[config.mk]
export PLATFORM = sky130hd
export DESIGN_NAME = mode_ctrl_fsm
export DESIGN_NICKNAME = d
export VERILOG_FILES = /design/src/rtl/mode_ctrl_fsm.sv
export SDC_FILE = /design/constraint.sdc
export NUM_CORES = 1
export LEC_CHECK = 0
export CORE_MARGIN = 8
export CORE_UTILIZATION = 65
export DETAILED_ROUTE_END_ITERATION = 16
export HOLD_SLACK_MARGIN = 0.03
export PLACE_DENSITY = 0.81
export SETUP_SLACK_MARGIN = 0.05
export SLEW_MARGIN = 20
export SYNTH_ARGS = -nofsm -noshare
export SYNTH_HDL_FRONTEND = slang
export SYNTH_SLANG_ARGS = --single-unit
[constraint.sdc]
create_clock -name Clock -period 4.5 [get_ports Clock]
set_input_delay 1.125 -clock Clock [delete_from_list [all_inputs] [get_ports Clock]]
set_output_delay 1.125 -clock Clock [all_outputs]
set_load 0.005 [all_outputs]
[src/rtl/mode_ctrl_fsm.sv]
`timescale 1ns/1ps
// ----------------------------------------------------------------------------
// mode_ctrl_fsm
//
// Front-panel controller for the two panel buttons. Each raw active-low button
// is passed through a 2-flop synchroniser and then a tick-based debouncer. The
// debounced levels drive an N-mode display state machine with wrap-around, a
// timed two-button hold that enters calibration, and a long-press-on-nStart
// clear that pulses one bit of nClear for the current mode.
//
// Optional feature (compile-time macro): AUTO_RETURN_EN
//   When defined, an inactivity counter returns the FSM to NORMAL(0) after
//   IDLE_TIMEOUT_MS ticks with no debounced button change and no state change.
//   When undefined, that counter does not exist and states persist.
//
// Ports:
//   Clock         in   32.768 kHz system clock
//   nReset        in   asynchronous active-low reset
//   tick_1kHz     in   one-Clock-cycle pulse every 1 ms
//   nMode         in   raw mode button, active-low, asynchronous
//   nStart        in   raw start button, active-low, asynchronous
//   display_mode  out  current mode index; NUM_MODES means calibration
//   in_calib      out  high while in calibration
//   nClear        out  one-hot active-low clear pulse, bit i clears mode i
//
// Handshake/timing: there is no valid/ready pair here. Every output is a
// register; a change of state or a clear pulse appears at the Clock edge that
// follows the debounced-level update or the tick that caused it, and a clear
// pulse is low for exactly one Clock cycle.
// ----------------------------------------------------------------------------
module mode_ctrl_fsm #(
    parameter int                   NUM_MODES       = 4,
    parameter int                   DEBOUNCE_MS     = 25,
    parameter int                   LONG_PRESS_MS   = 1000,
    parameter int                   CAL_HOLD_MS     = 2000,
    parameter logic [NUM_MODES-1:0] CLEAR_MASK      = NUM_MODES'(4'b1001),
    parameter int                   IDLE_TIMEOUT_MS = 30000,
    localparam int                  MW              = $clog2(NUM_MODES + 1)
) (
    input  logic                 Clock,
    input  logic                 nReset,
    input  logic                 tick_1kHz,
    input  logic                 nMode,
    input  logic                 nStart,
    output logic [MW-1:0]        display_mode,
    output logic                 in_calib,
    output logic [NUM_MODES-1:0] nClear
);

    localparam logic [7:0]    DB_LAST   = 8'(DEBOUNCE_MS - 1);
    localparam logic [15:0]   LP_LAST   = 16'(LONG_PRESS_MS - 1);
    localparam logic [15:0]   CH_LAST   = 16'(CAL_HOLD_MS - 1);
    localparam logic [15:0]   CH_SAT    = 16'(CAL_HOLD_MS);
    localparam logic [MW-1:0] LAST_MODE = MW'(NUM_MODES - 1);
    localparam logic [MW-1:0] CAL_IDX   = MW'(NUM_MODES);

    typedef enum logic {
        ST_NORMAL = 1'b0,
        ST_CALIB  = 1'b1
    } state_t;

    // ------------------------------------------------------------------
    // Synchronisers (idle value 1 = button released)
    // ------------------------------------------------------------------
    logic mode_meta, mode_sync;
    logic start_meta, start_sync;

    always_ff @(posedge Clock or negedge nReset) begin
        if (!nReset) begin
            mode_meta  <= 1'b1;
            mode_sync  <= 1'b1;
            start_meta <= 1'b1;
            start_sync <= 1'b1;
        end else begin
            mode_meta  <= nMode;
            mode_sync  <= mode_meta;
            start_meta <= nStart;
            start_sync <= start_meta;
        end
    end

    // ------------------------------------------------------------------
    // Debouncers: a level only moves after DEBOUNCE_MS consecutive ticks on
    // which the synchronised value disagrees with it.
    // ------------------------------------------------------------------
    logic       mode_s, start_s;
    logic [7:0] mode_db_cnt, start_db_cnt;

    always_ff @(posedge Clock or negedge nReset) begin
        if (!nReset) begin
            mode_s       <= 1'b1;
            start_s      <= 1'b1;
            mode_db_cnt  <= '0;
            start_db_cnt <= '0;
        end else if (tick_1kHz) begin
            if (mode_sync == mode_s) begin
                mode_db_cnt <= '0;
            end else if (mode_db_cnt == DB_LAST) begin
                mode_s      <= mode_sync;
                mode_db_cnt <= '0;
            end else begin
                mode_db_cnt <= mode_db_cnt + 8'd1;
            end

            if (start_sync == start_s) begin
                start_db_cnt <= '0;
            end else if (start_db_cnt == DB_LAST) begin
                start_s      <= start_sync;
                start_db_cnt <= '0;
            end else begin
                start_db_cnt <= start_db_cnt + 8'd1;
            end
        end
    end

    // Registered copy of the mode level for falling-edge detection.
    logic mode_s_d;
    logic mode_fall;

    always_ff @(posedge Clock or negedge nReset) begin
        if (!nReset) begin
            mode_s_d <= 1'b1;
        end else begin
            mode_s_d <= mode_s;
        end
    end

    assign mode_fall = mode_s_d & ~mode_s;

    // ------------------------------------------------------------------
    // Combo hold counter: saturates at CAL_HOLD_MS so calibration is entered
    // once per hold; the reach strobe only fires on the step to saturation.
    // ------------------------------------------------------------------
    logic        both_low;
    logic [15:0] combo_cnt;
    logic        combo_reach;

    assign both_low    = ~mode_s & ~start_s;
    assign combo_reach = tick_1kHz & both_low & (combo_cnt == CH_LAST);

    always_ff @(posedge Clock or negedge nReset) begin
        if (!nReset) begin
            combo_cnt <= '0;
        end else if (!both_low) begin
            combo_cnt <= '0;
        end else if (tick_1kHz && (combo_cnt != CH_SAT)) begin
            combo_cnt <= combo_cnt + 16'd1;
        end
    end

    // ------------------------------------------------------------------
    // FSM state registers
    // ------------------------------------------------------------------
    state_t          state, state_next;
    logic [MW-1:0]   idx, idx_next;
    logic            start_rel, start_rel_next;  // nStart released since CALIB entry
    logic            clear_fire;
    logic            state_change;
    logic            idle_reach;

    // Long-press bookkeeping
    logic [15:0]     start_cnt;
    logic            start_lock;   // fired or aborted; cleared only by start release
    logic            clear_ok;
    logic            clear_reach;
    logic [NUM_MODES-1:0] nclear_next;

    // CLEAR_MASK lookup for the current mode index.
    always_comb begin
        clear_ok = 1'b0;
        for (int i = 0; i < NUM_MODES; i++) begin
            if (idx == MW'(i)) begin
                clear_ok = CLEAR_MASK[i];
            end
        end
    end

    assign clear_reach = tick_1kHz & ~start_s & mode_s & ~start_lock & clear_ok &
                         (state == ST_NORMAL) & (start_cnt == LP_LAST);

    // ------------------------------------------------------------------
    // Optional inactivity return
    // ------------------------------------------------------------------
`ifdef AUTO_RETURN_EN
    localparam int            IW        = $clog2(IDLE_TIMEOUT_MS + 1);
    localparam logic [IW-1:0] IDLE_LAST = IW'(IDLE_TIMEOUT_MS - 1);

    logic          start_s_d;
    logic          level_change;
    logic          at_home;
    logic [IW-1:0] idle_cnt;

    always_ff @(posedge Clock or negedge nReset) begin
        if (!nReset) begin
            start_s_d <= 1'b1;
        end else begin
            start_s_d <= start_s;
        end
    end

    assign level_change = (mode_s != mode_s_d) | (start_s != start_s_d);
    assign at_home      = (state == ST_NORMAL) && (idx == '0);
    assign idle_reach   = tick_1kHz & ~at_home & ~level_change & (idle_cnt == IDLE_LAST);

    always_ff @(posedge Clock or negedge nReset) begin
        if (!nReset) begin
            idle_cnt <= '0;
        end else if (level_change || state_change || at_home) begin
            idle_cnt <= '0;
        end else if (tick_1kHz) begin
            idle_cnt <= idle_cnt + IW'(1);
        end
    end
`else
    logic idle_unused;

    assign idle_reach  = 1'b0;
    assign idle_unused = (IDLE_TIMEOUT_MS != 0);
`endif

    // ------------------------------------------------------------------
    // Next-state logic. Priority in NORMAL: calibration entry, then mode
    // advance, then inactivity return, then clear. A clear can never coincide
    // with a state change, so the pulse always belongs to the current mode.
    // ------------------------------------------------------------------
    always_comb begin
        state_next     = state;
        idx_next       = idx;
        start_rel_next = start_rel;
        clear_fire     = 1'b0;

        case (state)
            ST_NORMAL: begin
                if (combo_reach) begin
                    state_next     = ST_CALIB;
                    idx_next       = '0;
                    start_rel_next = 1'b0;
                end else if (mode_fall && start_s) begin
                    idx_next = (idx == LAST_MODE) ? '0 : idx + MW'(1);
                end else if (idle_reach) begin
                    idx_next = '0;
                end else if (clear_reach) begin
                    clear_fire = 1'b1;
                end
            end

            ST_CALIB: begin
                if (start_s) begin
                    start_rel_next = 1'b1;
                end
                // A mode edge only leaves once the entry hold has been let go;
                // nMode is necessarily released just before its own falling edge.
                if (mode_fall && (start_rel || start_s)) begin
                    state_next = ST_NORMAL;
                    idx_next   = '0;
                end else if (idle_reach) begin
                    state_next = ST_NORMAL;
                    idx_next   = '0;
                end
            end

            default: begin
                state_next = ST_NORMAL;
                idx_next   = '0;
            end
        endcase
    end

    assign state_change = (state_next != state) | (idx_next != idx);

    always_comb begin
        nclear_next = '1;
        for (int i = 0; i < NUM_MODES; i++) begin
            if (clear_fire && (idx == MW'(i))) begin
                nclear_next[i] = 1'b0;
            end
        end
    end

    always_ff @(posedge Clock or negedge nReset) begin
        if (!nReset) begin
            state        <= ST_NORMAL;
            idx          <= '0;
            start_rel    <= 1'b0;
            display_mode <= '0;
            in_calib     <= 1'b0;
            nClear       <= '1;
        end else begin
            state        <= state_next;
            idx          <= idx_next;
            start_rel    <= start_rel_next;
            display_mode <= (state_next == ST_CALIB) ? CAL_IDX : idx_next;
            in_calib     <= (state_next == ST_CALIB);
            nClear       <= nclear_next;
        end
    end

    // ------------------------------------------------------------------
    // Long-press counter. Pressing nMode during the hold locks it out until
    // nStart is released, exactly like a fired press.
    // ------------------------------------------------------------------
    always_ff @(posedge Clock or negedge nReset) begin
        if (!nReset) begin
            start_cnt  <= '0;
            start_lock <= 1'b0;
        end else if (start_s) begin
            start_cnt  <= '0;
            start_lock <= 1'b0;
        end else if (!mode_s) begin
            start_cnt  <= '0;
            start_lock <= 1'b1;
        end else if (clear_fire) begin
            start_cnt  <= '0;
            start_lock <= 1'b1;
        end else if (state_change) begin
            start_cnt  <= '0;
        end else if (tick_1kHz && clear_ok && !start_lock && (state == ST_NORMAL)) begin
            start_cnt  <= start_cnt + 16'd1;
        end
    end

endmodule

==> results of run 1 <==
[per-layer routing]
metal	vias up	wire length (um)	part of all wire, %
met1	1324	3230	46
li1	1296	-	-
met2	56	3430	49
met5	-	0	0
met3	12	245	3.5
met4	0	146	2.1
[worst min-delay path by stage]
stage,startpoint,end,slack [ps],cells after the start
after CTS,mode_meta$_DFF_PN1_,mode_sync$_DFF_PN1_,360,0
after detailed placement,mode_meta$_DFF_PN1_,mode_sync$_DFF_PN1_,350,0
after floorplan,mode_meta$_DFF_PN1_,mode_sync$_DFF_PN1_,350,0
after global placement,start_meta$_DFF_PN1_,start_sync$_DFF_PN1_,350,0
final,mode_meta$_DFF_PN1_,mode_sync$_DFF_PN1_,360,0
after global routing,mode_meta$_DFF_PN1_,mode_sync$_DFF_PN1_,360,0
[kinds of logic after synthesis]
logic type	Yosys count
XOR/XNOR	16
multiplexers	9
adder cells (fa/ha/maj)	11
AND/OR/NAND/NOR	133
flip-flops	68
AO/OA/AOI/OAI	77
buffers and inverters	28
[sequential cells by signal (all words and copies together) (netlist names)]
register      cells
start_cnt        16
start_sync        1
start_lock        1
start_meta        1
display_mode      3
start_db_cnt      8
mode_s_d          1
start_rel         1
mode_db_cnt       8
mode_meta         1
state             1
mode_sync         1
idx               3
combo_cnt        16
nClear            4
mode_s            1
start_s           1
[where the power goes]
group / total (W) / internal (W) / switching, W / leakage (nW)
sequential: 0.000715 / 0.000655 / 0.0000600 / 0.859
clock: 0.000413 / 0.000198 / 0.000215 / 0.0812
combinational: 0.000152 / 0.0000634 / 0.0000883 / 0.690
[synthesized netlist by cell type, types with 4 or more instances]
cell / count
nor2_1: 21
dfstp_2: 11
o22ai_1: 4
o211ai_1: 4
nor4b_1: 5
and4_1: 5
o31ai_1: 7
ha_1: 11
xor2_1: 11
inv_1: 18
and3_1: 9
dfrtp_1: 57
o21ai_0: 21
nand3_1: 13
or4_1: 14
clkbuf_1: 5
xnor2_1: 5
nand4_1: 9
a21oi_1: 21
nand2_1: 30
and2_1: 4
o2bb2ai_1: 5
mux2i_1: 6
[through the flow]
| step | power (W) | utilization, % | cells | worst slack (ps) | cell area (um2) |
|---|---|---|---|---|---|
| global placement | 0.000862 | 71.2 | 418 | 1340 | 3660 |
| detailed placement | 0.000873 | 71.2 | 418 | 1250 | 3660 |
| finish | 0.00128 | 74.2 | 434 | 1600 | 3810 |
| global route | 0.00135 | 74.2 | 434 | 1440 | 3810 |
| CTS | 0.00129 | 74.2 | 434 | 1600 | 3810 |
| floorplan | 0.000819 | - | 342 | 1980 | 3480 |
[critical path: stages]
cell and delay (ps):
clkdlybuf4s50_1 520, nor4b_4 350, o2111ai_1 420, or4b_1 610, a21oi_1 160
[final cells by class]
cell class                 count  area, um2
multi-input combinational    246       1650
clock buffer                  13        139
inverter                      19       71.3
timing repair buffer          15        138
fill                         407       1330
tap                           70       87.6
clock inverter                 3       15.0
sequential                    68       1720
==> flow_summary.yaml, run 1 <==
synthesis:
  ys_top_cells_by_area: "dfrtp_1 41%, dfstp_2 8.3%, ha_1 4.0%"
  ys_ff_latch: 68
  yosysTopAreaCellShare_pct: 41.0
  synthAdderAreaFrac_pct: 3.95
  synth_cells: 342
  synth_top_family_by_area: "simple AND/OR/NAND/NOR gates"
  ys_seq_area_share_pct: 49.3
  synth_xor_area_share_pct: 4.03
  syn_avg_cell_area_um2: 10.2
  synth_fp_nets: 358
  synthArstFlopShare_pct: 100
  synthMuxAreaShare_pct: 2.70
  synth_compound_gate_area_share_pct: 14.4
  syn_area_um2: 3480
  synth_cell_type_count: 51
  synth_simple_gate_area_share_pct: 22.2
  yosys_warnings: 0
  synth_top_area_cell: "dfrtp_1"
  synth_edf_count: 0
  synth_ff_type: "dfrtp_1"
routing:
  ant_nets: 0
  via_count: 2688
  drt-pass1-iter-count: 4
  routed_via_density: 6.19
  drt-initial-drc-count: 161
  wirelength_um: 7050
  drcViolationCount: 0
  avgRoutedWirePerCell_um: 16.2
cts:
  ctsHoldBuffers: 0
  cts-root-buf: "clkbuf_8"
  ctsResizeCount: 0
  numCtsBuffers: 9
  cts_buffer_depth: 2
  cts_setup_buffers: 0
  clock_latency_ps: 350
  path_clk_slew_ps: 70
  htree_levels: 3
  cts_tree: "built"
  cts_sinks: 68
sta:
  holdWs_ps: 356
  tns_ps: 0
  finalCritPeriodShare_pct: 64.4
  worstMarginPinSlew_ps: 866
  report.final.slew_viol_count: 0
  rsz0062_at_grt: "false"
  max_slew_margin_pct: 41.5
  fin_crit_ps: 2900
  finClkSkew_ps: 8.38
  final-setup-viol-count: 0
  fmax_mhz: 345
  hold_violations: 0
power_and_ir_drop:
  ir_worst_vdd_mv: 0.288
  leakage_nw: 1.63
  powerDensity_nw_per_um2: 336
placed_design:
  dpl.hpwl_um: 4960
  io_buffers: 12
  finalWeightedCongestion: 0.809
global_routing:
  gr-usage-met3_pct: 3.03
  global_route.usage.met1_pct: 25.1
  grt_max_degree: 43
  antenna_found_initial: 0
  gr-usage-met2_pct: 31.2
  top_usage_layer: "met2"
  grt_pass1_wl_um: 12000
  grt_pass1_vias: 2597
  grt_usage_pct: 19.7
  overflow: 0
setup_path:
  rr_worst_depth: 6
  worst_ep_arrival_time_ps: 3170
  worst-endpoint-required_ps: 4770
  crit_path_max_fanout: 12
  cp-start-kind: "input pin"
  crit_start: "tick_1kHz"
  setup.worst_path.end: "start_cnt[10]$_DFFE_PN0P_"
  reg2reg_from: "idx[1]$_DFF_PN0_"
  criticalPathCategory: "input pin to register"
  end_kind: "register"
  r2r_end: "start_cnt[10]$_DFFE_PN0P_"
  ff2ff_setup_slack_ps: 2120
die:
  die_height_um: 89.2
  die_area_um2: 7950
  die_x_um: 89.2
  pin_count: 13
  core_um2: 5140
  start_util_pct: 67.7
  row_count: 26
min_path:
  hold_class: "register to register"
finish:
  syn_to_final_growth_pct: 9.53
  num_antenna_cells: 0
  drive_gt1_share_pct: 10.2
  final_cell_mix: "57 x dfrtp_1, 30 x nand2_1, 21 x nor2_1, 21 x o21ai_0, 21 x a21oi_1"
  nets: 375
  final_common_cell: "dfrtp_1"
run_status:
  status: "complete, no violations"
flow_run:
  cap_violations: 0
(Power assumes the default switching activity.)
==> run 2, diff against run 1 <==
CORE_UTILIZATION = 55   (was 65)
PLACE_DENSITY = 0.73   (was 0.81)
clock period = 2.45 ns   (was 4.5 ns; I/O delays follow)
==> run 2 against run 1 <==
Combinational power is 80% higher; cell area grew 5.9%; global-route usage decreased by 3.0 points; total power rose by 110%; clock power increased to 2.7 times the previous value; clock-buffer cell count shrank 3; utilization decreased by 9.5 points; final cell count rose by 4.8%; flip-flop and latch count unchanged; non-clock buffer count grew 14; clock skew decreased by 1.1 ps; die area grew 15%; largest cell class unchanged.
==> flow_summary.yaml, run 2 (synthesis results as in run 1) <==
run_status:
  status: "complete, no violations"
routing:
  drcViolationCount: 0
  drt-pass1-iter-count: 4
  wirelength_um: 6860
  ant_nets: 0
  drt-initial-drc-count: 105
  avgRoutedWirePerCell_um: 15.1
  via_count: 2648
  routed_via_density: 5.82
placed_design:
  finalWeightedCongestion: 0.785
  dpl.hpwl_um: 4820
  dp.cells: 439
  io_buffers: 12
  dp_slack_ps: -12.5
min_path:
  hold_class: "input pin to asynchronous set/reset pin"
finish:
  regArea_um2: 1720
  drive_gt1_share_pct: 14.3
  syn_to_final_growth_pct: 16.0
  final_cells: 455
  nets: 389
  num_antenna_cells: 0
  final_common_cell: "dfrtp_1"
  reg.largest.list: "combo_cnt: 16 flops, start_cnt: 16 flops"
  final_cell_mix: "57 x dfrtp_1, 30 x nand2_1, 21 x nor2_1, 21 x o21ai_0, 21 x a21oi_1"
  nFillCells: 504
  multiInputGateArea_um2: 1650
cts:
  cts_sinks: 68
  cts_tree: "built"
  ctsHoldBuffers: 0
  path_clk_slew_ps: 80
  ctsResizeCount: 0
  numCtsBuffers: 9
  cts-root-buf: "clkbuf_8"
  cts_buffer_depth: 2
  cts_setup_buffers: 0
  htree_levels: 3
  clock_latency_ps: 340
die:
  row_count: 29
  die_height_um: 95.6
  die_x_um: 95.6
  start_util_pct: 55.8
  pin_count: 13
  die_area_um2: 9130
  core_um2: 6240
sta:
  final-setup-viol-count: 0
  report.final.slew_viol_count: 0
  fin_crit_ps: 2260
  max_slew_margin_pct: 57.8
  fmax_mhz: 442
  fin_ws_ps: 189
  finClkSkew_ps: 7.33
  finalCritPeriodShare_pct: 92.3
  rsz0062_at_grt: "false"
  worstMarginPinSlew_ps: 634
  hold_violations: 0
global_routing:
  grt_max_degree: 27
  antenna_found_initial: 0
  grt_pass1_wl_um: 12000
  overflow: 0
  grt_usage_pct: 16.8
  grt_pass1_vias: 2661
setup_path:
  reg2reg_from: "idx[0]$_DFF_PN0_"
  worst-endpoint-required_ps: 2720
  crit_buf_inv: 1
  worst_ep_arrival_time_ps: 2530
  end_kind: "register"
  critPathMaxStageDelay_ps: 590
  crit_start: "idx[0]$_DFF_PN0_"
  slowest_stage: "or4b_1"
  criticalPathCategory: "register to register"
  cpLargestDelayFamily: "simple AND/OR/NAND/NOR gates"
  cp-start-kind: "register"
  crit_path_max_fanout: 8
  crit_chain: "inv_1 -> ha_1 -> nor3b_2 -> o2111ai_1 -> or4b_1 -> a21oi_1"
power_and_ir_drop:
  leakage_nw: 1.74
  powerDensity_nw_per_um2: 667
  ir_worst_vdd_mv: 0.409
flow_run:
  cap_violations: 0
-- run 2: cell types whose count changed in the layout (fill, tap and decap cells not counted) --
cell	change
buf_4	+12
clkinv_4	+2
buf_12	+2
clkbuf_1	-3
clkinv_2	-2
bufinv_16	+3
-- run 2: final timing paths --
kind / depth (start not counted) / endpoint / slack [ps]
max: 6 / start_cnt[10]$_DFFE_PN0P_ / 190
min in group Clock: 0 / start_sync$_DFF_PN1_ / 360
max in group asynchronous: 2 / mode_s$_DFFE_PN1P_ / 1550
min reg2reg: 0 / start_sync$_DFF_PN1_ / 360
min: 1 / start_cnt[3]$_DFFE_PN0P_ / 280
max reg2reg: 6 / start_cnt[10]$_DFFE_PN0P_ / 190
-- run 2: metrics by stage --
| step | hold slack (ps) | setup TNS, ps | total power (W) | util [%] | instance area (um2) |
|---|---|---|---|---|---|
| finish | 280 | 0 | 0.00269 | 64.7 | 4040 |
| global route | 318 | 0 | 0.00284 | 64.7 | 4040 |
| CTS | 291 | 0 | 0.00273 | 64.7 | 4040 |
| detailed placement | 347 | -12.5 | 0.00160 | 60.8 | 3800 |
| global placement | 346 | 0 | 0.00159 | 60.8 | 3800 |
| floorplan | 317 | 0 | 0.00150 | - | 3480 |
-- run 2: layout make-up --
type / instances / area share (%)
Clock inverter: 6 / 2.79
Clock buffer: 10 / 3.16
Tap cell: 77 / 2.39
Sequential cell: 68 / 42.5
Multi-Input combinational cell: 246 / 40.8
Inverter: 19 / 1.77
Timing Repair Buffer: 29 / 6.63
-- run 2: layer usage --
metal	track usage, %	wire length [um]	up-vias
li1	-	-	1322
met1	21.1	3290	1273
met2	26.7	3170	46
met3	4.09	299	7
met4	7.30	93	0
met5	0	0	-
-- run 2: where the power goes --
group	switching [W]	internal, W
Combinational	0.000151	0.000123
Sequential	0.000104	0.00120
Clock	0.000437	0.000678
Total	0.000692	0.00200
==> RTL edit 1, RTL diff (settings of run 2) <==
`NUM_MODES`: 4 -> 2.
--- a/src/rtl/mode_ctrl_fsm.sv
+++ b/src/rtl/mode_ctrl_fsm.sv
@@ -31,3 +31,3 @@
 module mode_ctrl_fsm #(
-    parameter int                   NUM_MODES       = 4,
+    parameter int                   NUM_MODES       = 2,
     parameter int                   DEBOUNCE_MS     = 25,
Ports: changed (resized display_mode and nClear); port bits go from 13 to 10. The function was not compared with the original's and may differ.
==> RTL edit 1 against run 2 <==
- sequential power down 8%
- non-clock buffer count fell by 11
- critical path depth is 2 lower
- area after synthesis decreased by 8.8%
- clock skew rose by 0.00053 ns
- setup slack better by 0.18 ns
- fmax increased by 8.7%
- combinational power down 20%
- power down 10%
- wire length shrank 17%
- design area decreased by 11%
- sequential cell count decreased by 4
- critical path type unchanged
- largest cell class unchanged
==> RTL edit 1: results (changes against run 2) <==
status: "complete, no violations"
synthArstFlopShare_pct: 100.0  # unchanged
cp_max_fo: 6  # -2
synthAdderAreaFrac_pct: 2.759  # -1.2 points
switching_power_mw: 0.6003  # -13%
drtIter0Drc: 125  # +19%
clkTransAtPathRegs_ns: 0.07
drive_gt1_share_pct: 13.82  # -0.46 points
crit_path_end: "display_mode[1]"
r2r_setup_slack_ns: 0.37  # +0.18 ns
final.setup_skew_ns: 0.007855  # +0.0005279 ns
synth_compound_area_share_pct: 8.317  # -6.1 points
pre_cts_ws_ns: 0.1624  # +0.1749 ns
synth_area_leaders: "dfrtp_1, dfstp_2, xor2_1"
fin_ws_ns: 0.3688  # +0.1802 ns
rr_worst_depth: 4  # -2
yosys_warnings: 0  # unchanged
grt_max_degree: 44  # +63%
synth_fp_nets: 328  # -8.4%
antenna_found_initial: 0  # unchanged
dpl.hpwl_microns: 3948  # -18%
dpl.cell_count: 396  # -9.8%
worst_slew_pin_slew_ns: 0.5330  # -0.1007 ns
cts_buffer_depth: 2  # unchanged
cts_made_buffers: 9  # unchanged
placement.io_buffers: 9  # -3
synth_top_cells_by_count: "dfrtp_1, nor2_1, nand2_1"
arrival_ns: 2.34  # -0.19 ns
p_seq_mw: 1.21  # -8%
htree_levels: 3  # unchanged
crit_start: "combo_cnt[11]"
via_count: 2312  # -13%
vdd_drop_max_mv: 0.4606  # +13%
firstDrtPassIters: 4  # unchanged
dpl-instance-area_sq_um: 3379  # -11%
whs_ns: 0.2553  # -0.02520 ns
r2r-start: "combo_cnt[11]"
hold_path.class: "in2async"
p_leak_nw: 1.504  # -14%
antenna_cells: 0  # unchanged
comb_power_share_pct: 9.0  # -1.2 points
wl_per_cell_microns: 13.78  # -8.6%
cts_root_buf: "clkbuf_8"
synthDominantCellAreaShare_pct: 43.36  # +2.4 points
grt_pass1_vias: 2228  # -16%
worstSkewPairLatency_ns: 0.33
synth_xor_area_share_pct: 8.553  # +4.5 points
nets: 347  # -11%
p_int_mw: 1.825  # -8.9%
cts-resized-gates: 0  # unchanged
grt_pass1_wl_microns: 10380  # -14%
synth_cell_type_count: 53  # +3.9%
grt_usage_pct: 15.00  # -1.8 points
muxShareOfSynthArea_pct: 1.971  # -0.73 points
viasPerCell: 5.612  # -3.6%
seq_area_frac_synth_pct: 50.81  # +1.5 points
gp_congestion: 0.8585  # +9.3%
syn_avg_cell_area_sq_um: 10.05  # -1.3%
==> RTL edit 1: cell count changes after synthesis, sizes merged, moves of 6 or more <==
| cell | change |
|---|---|
| nor4b | -6 |
| nor2 | +18 |
| nand4 | +9 |
| o21ai | -9 |
| a21oi | -11 |
| nor3 | +6 |
| xor2 | +7 |
| xnor2 | +8 |
| nand2 | -7 |
| o31ai | -6 |
| or4 | -10 |
==> RTL edit 1: routing by layer <==
metal  global-route usage (%)  wire [microns]  share of wire (%)
met1                    20.39            2800                 49
met2                    21.87            2607                 46
met3                    3.749             185                3.3
met4                    7.114              85                1.5
met5                        0               0                  0
==> RTL edit 1: layout make-up <==
type                       count  area (sq um)
inverter                      14         52.55
sequential                    64          1613
timing repair buffer          18         165.2
clock inverter                 6         82.58
fill                         486          1941
clock buffer                  10         137.6
multi-input combinational    228          1459
tap                           72         90.09
==> RTL edit 1: critical path, stage by stage, from the launching register on <==
cell and delay [ns]:
dfrtp_1 0.43, or4_4 0.56, or4_4 0.51, nor4_4 0.29
o21ba_1 0.22
==> RTL edit 2, RTL diff (config.mk and constraints of run 2) <==
Without the edit above. Compare `start_db_cnt` against `DB_LAST` with >= in place of ==.
--- a/src/rtl/mode_ctrl_fsm.sv
+++ b/src/rtl/mode_ctrl_fsm.sv
@@ -106,3 +106,3 @@
                 start_db_cnt <= '0;
-            end else if (start_db_cnt == DB_LAST) begin
+            end else if (start_db_cnt >= DB_LAST) begin
                 start_s      <= start_sync;
Function: same outputs for any inputs over 10 cycles, from zero or initial values and one cycle with nReset low; that may be too few to reach the edited logic, so the function may still have changed.
==> RTL edit 2 against run 2 <==
- setup slack improved by 0.097 ns
- first-iteration DRC count increased by 27%
- design area decreased by 1.8%
- sequential share of layout area increased by 0.79 points
- global-route usage decreased by 0.69 points
- synthesized cell count increased by 2.0%
- wire length decreased by 1.2%
- area after synthesis increased by 0.40%
- sequential cell count unchanged
Power is not compared: it rests on default switching activity, and its combinational part moved more than twofold at a synthesized area within 25%.
==> RTL edit 2: results (changes against run 2) <==
grt_pass1_vias: 2547  # -4.3%
drtIter0Drc: 133  # +27%
synth_cell_type_count: 58  # +14%
cts_made_buffers: 9  # unchanged
synth_area_leaders: "dfrtp_1, dfstp_2, ha_1"
seq_area_frac_synth_pct: 49.09  # -0.19 points
pre_cts_ws_ns: -0.03409  # -0.02157 ns
vdd_drop_max_mv: 0.3553
status: "complete, no violations"
cts-resized-gates: 0  # unchanged
worstSkewPairLatency_ns: 0.34  # about the same
final.setup_skew_ns: 0.006722  # -0.0006056 ns
arrival_ns: 2.42  # -0.11 ns
viasPerCell: 5.969  # +2.6%
dpl.hpwl_microns: 4784  # -0.83%
gp_congestion: 0.8163  # +3.9%
critical-path-max-stage-delay_ns: 0.53  # -0.06 ns
dpl-instance-area_sq_um: 3751  # -1.2%
grt_pass1_wl_microns: 11720  # -2.7%
slowest_stage: "or4_1"
nets: 387  # -0.51%
via_count: 2704  # +2.1%
synth_fp_nets: 365  # +2.0%
max-slew-margin-rel_pct: 55.90  # -1.9 points
cp_max_fo: 7  # -1
dpl.cell_count: 437  # -0.46%
drive_gt1_share_pct: 14.10  # -0.19 points
reg.largest.list: "combo_cnt x16, start_cnt x16"
cts_buffer_depth: 2  # unchanged
synth_top_cells_by_count: "dfrtp_1, o21ai_0, nand2_1"
syn_avg_cell_area_sq_um: 10.01  # -1.6%
grt_max_degree: 34  # +26%
antenna_found_initial: 0  # unchanged
grt_usage_pct: 16.07  # -0.69 points
wl_per_cell_microns: 14.97  # -0.72%
==> RTL edit 2: cell types whose count changed after synthesis, moves of 5 or more <==
| cell | change |
|---|---|
| mux2i_1 | -5 |
| nand3_1 | +6 |
| or4_1 | -10 |
| nand2_1 | -7 |
| nor3_1 | +7 |
| or3_1 | +9 |
| clkbuf_1 | +5 |
==> RTL edit 2: per-layer routing <==
metal / global-route usage (%) / share of wire (%)
met2: 25.31 / 47
met3: 3.978 / 3.7
met5: 0 / 0
met1: 21.11 / 48
met4: 5.634 / 1.2
==> RTL edit 2: worst paths after layout <==
kind                                  to  slack [ns]  startpoint  cells past startpoint
max                        start_cnt[14]        0.29      idx[0]                      6
min                        combo_cnt[11]        0.30      nReset                      1
max reg2reg                start_cnt[14]        0.29      idx[0]                      6
min reg2reg                    mode_sync        0.36   mode_meta                      0
max in group asynchronous         mode_s        1.48      nReset                      2
min in group Clock             mode_sync        0.36   mode_meta                      0
==> RTL edit 2: logic make-up (layout without fill, tap and decap cells) <==
logic type | after synthesis | count (layout) | synth area share (%)
xor+xnor | 18 | 18 | 4.511
simple gates | 137 | 137 | 22.52
compound gates | 83 | 83 | 15.43
mux | 4 | 4 | 1.253
fa+ha+maj | 11 | 11 | 3.938
flops | 68 | 68 | 49.09
buf+inv | 28 | 55 | 3.258
==> RTL edit 2: final cells by class <==
type                    count  area [sq um]
clock buffers              13         168.9
flip-flops and latches     68          1715
well taps                  77         96.34
repair buffers             24         217.7
inverters                  15         56.30
fillers                   505          2277
multi-input cells         253          1665
clock inverters             3         43.79
==> RTL edit 2: stage by stage <==
step,hold slack (ns),power (mW)
2_1_floorplan,0.3169,1.230
3_3_place_gp,0.3466,1.278
3_5_place_dp,0.3495,1.281
4_1_cts,0.3245,2.251
5_1_grt,0.3647,2.321
6_report,0.3043,2.225
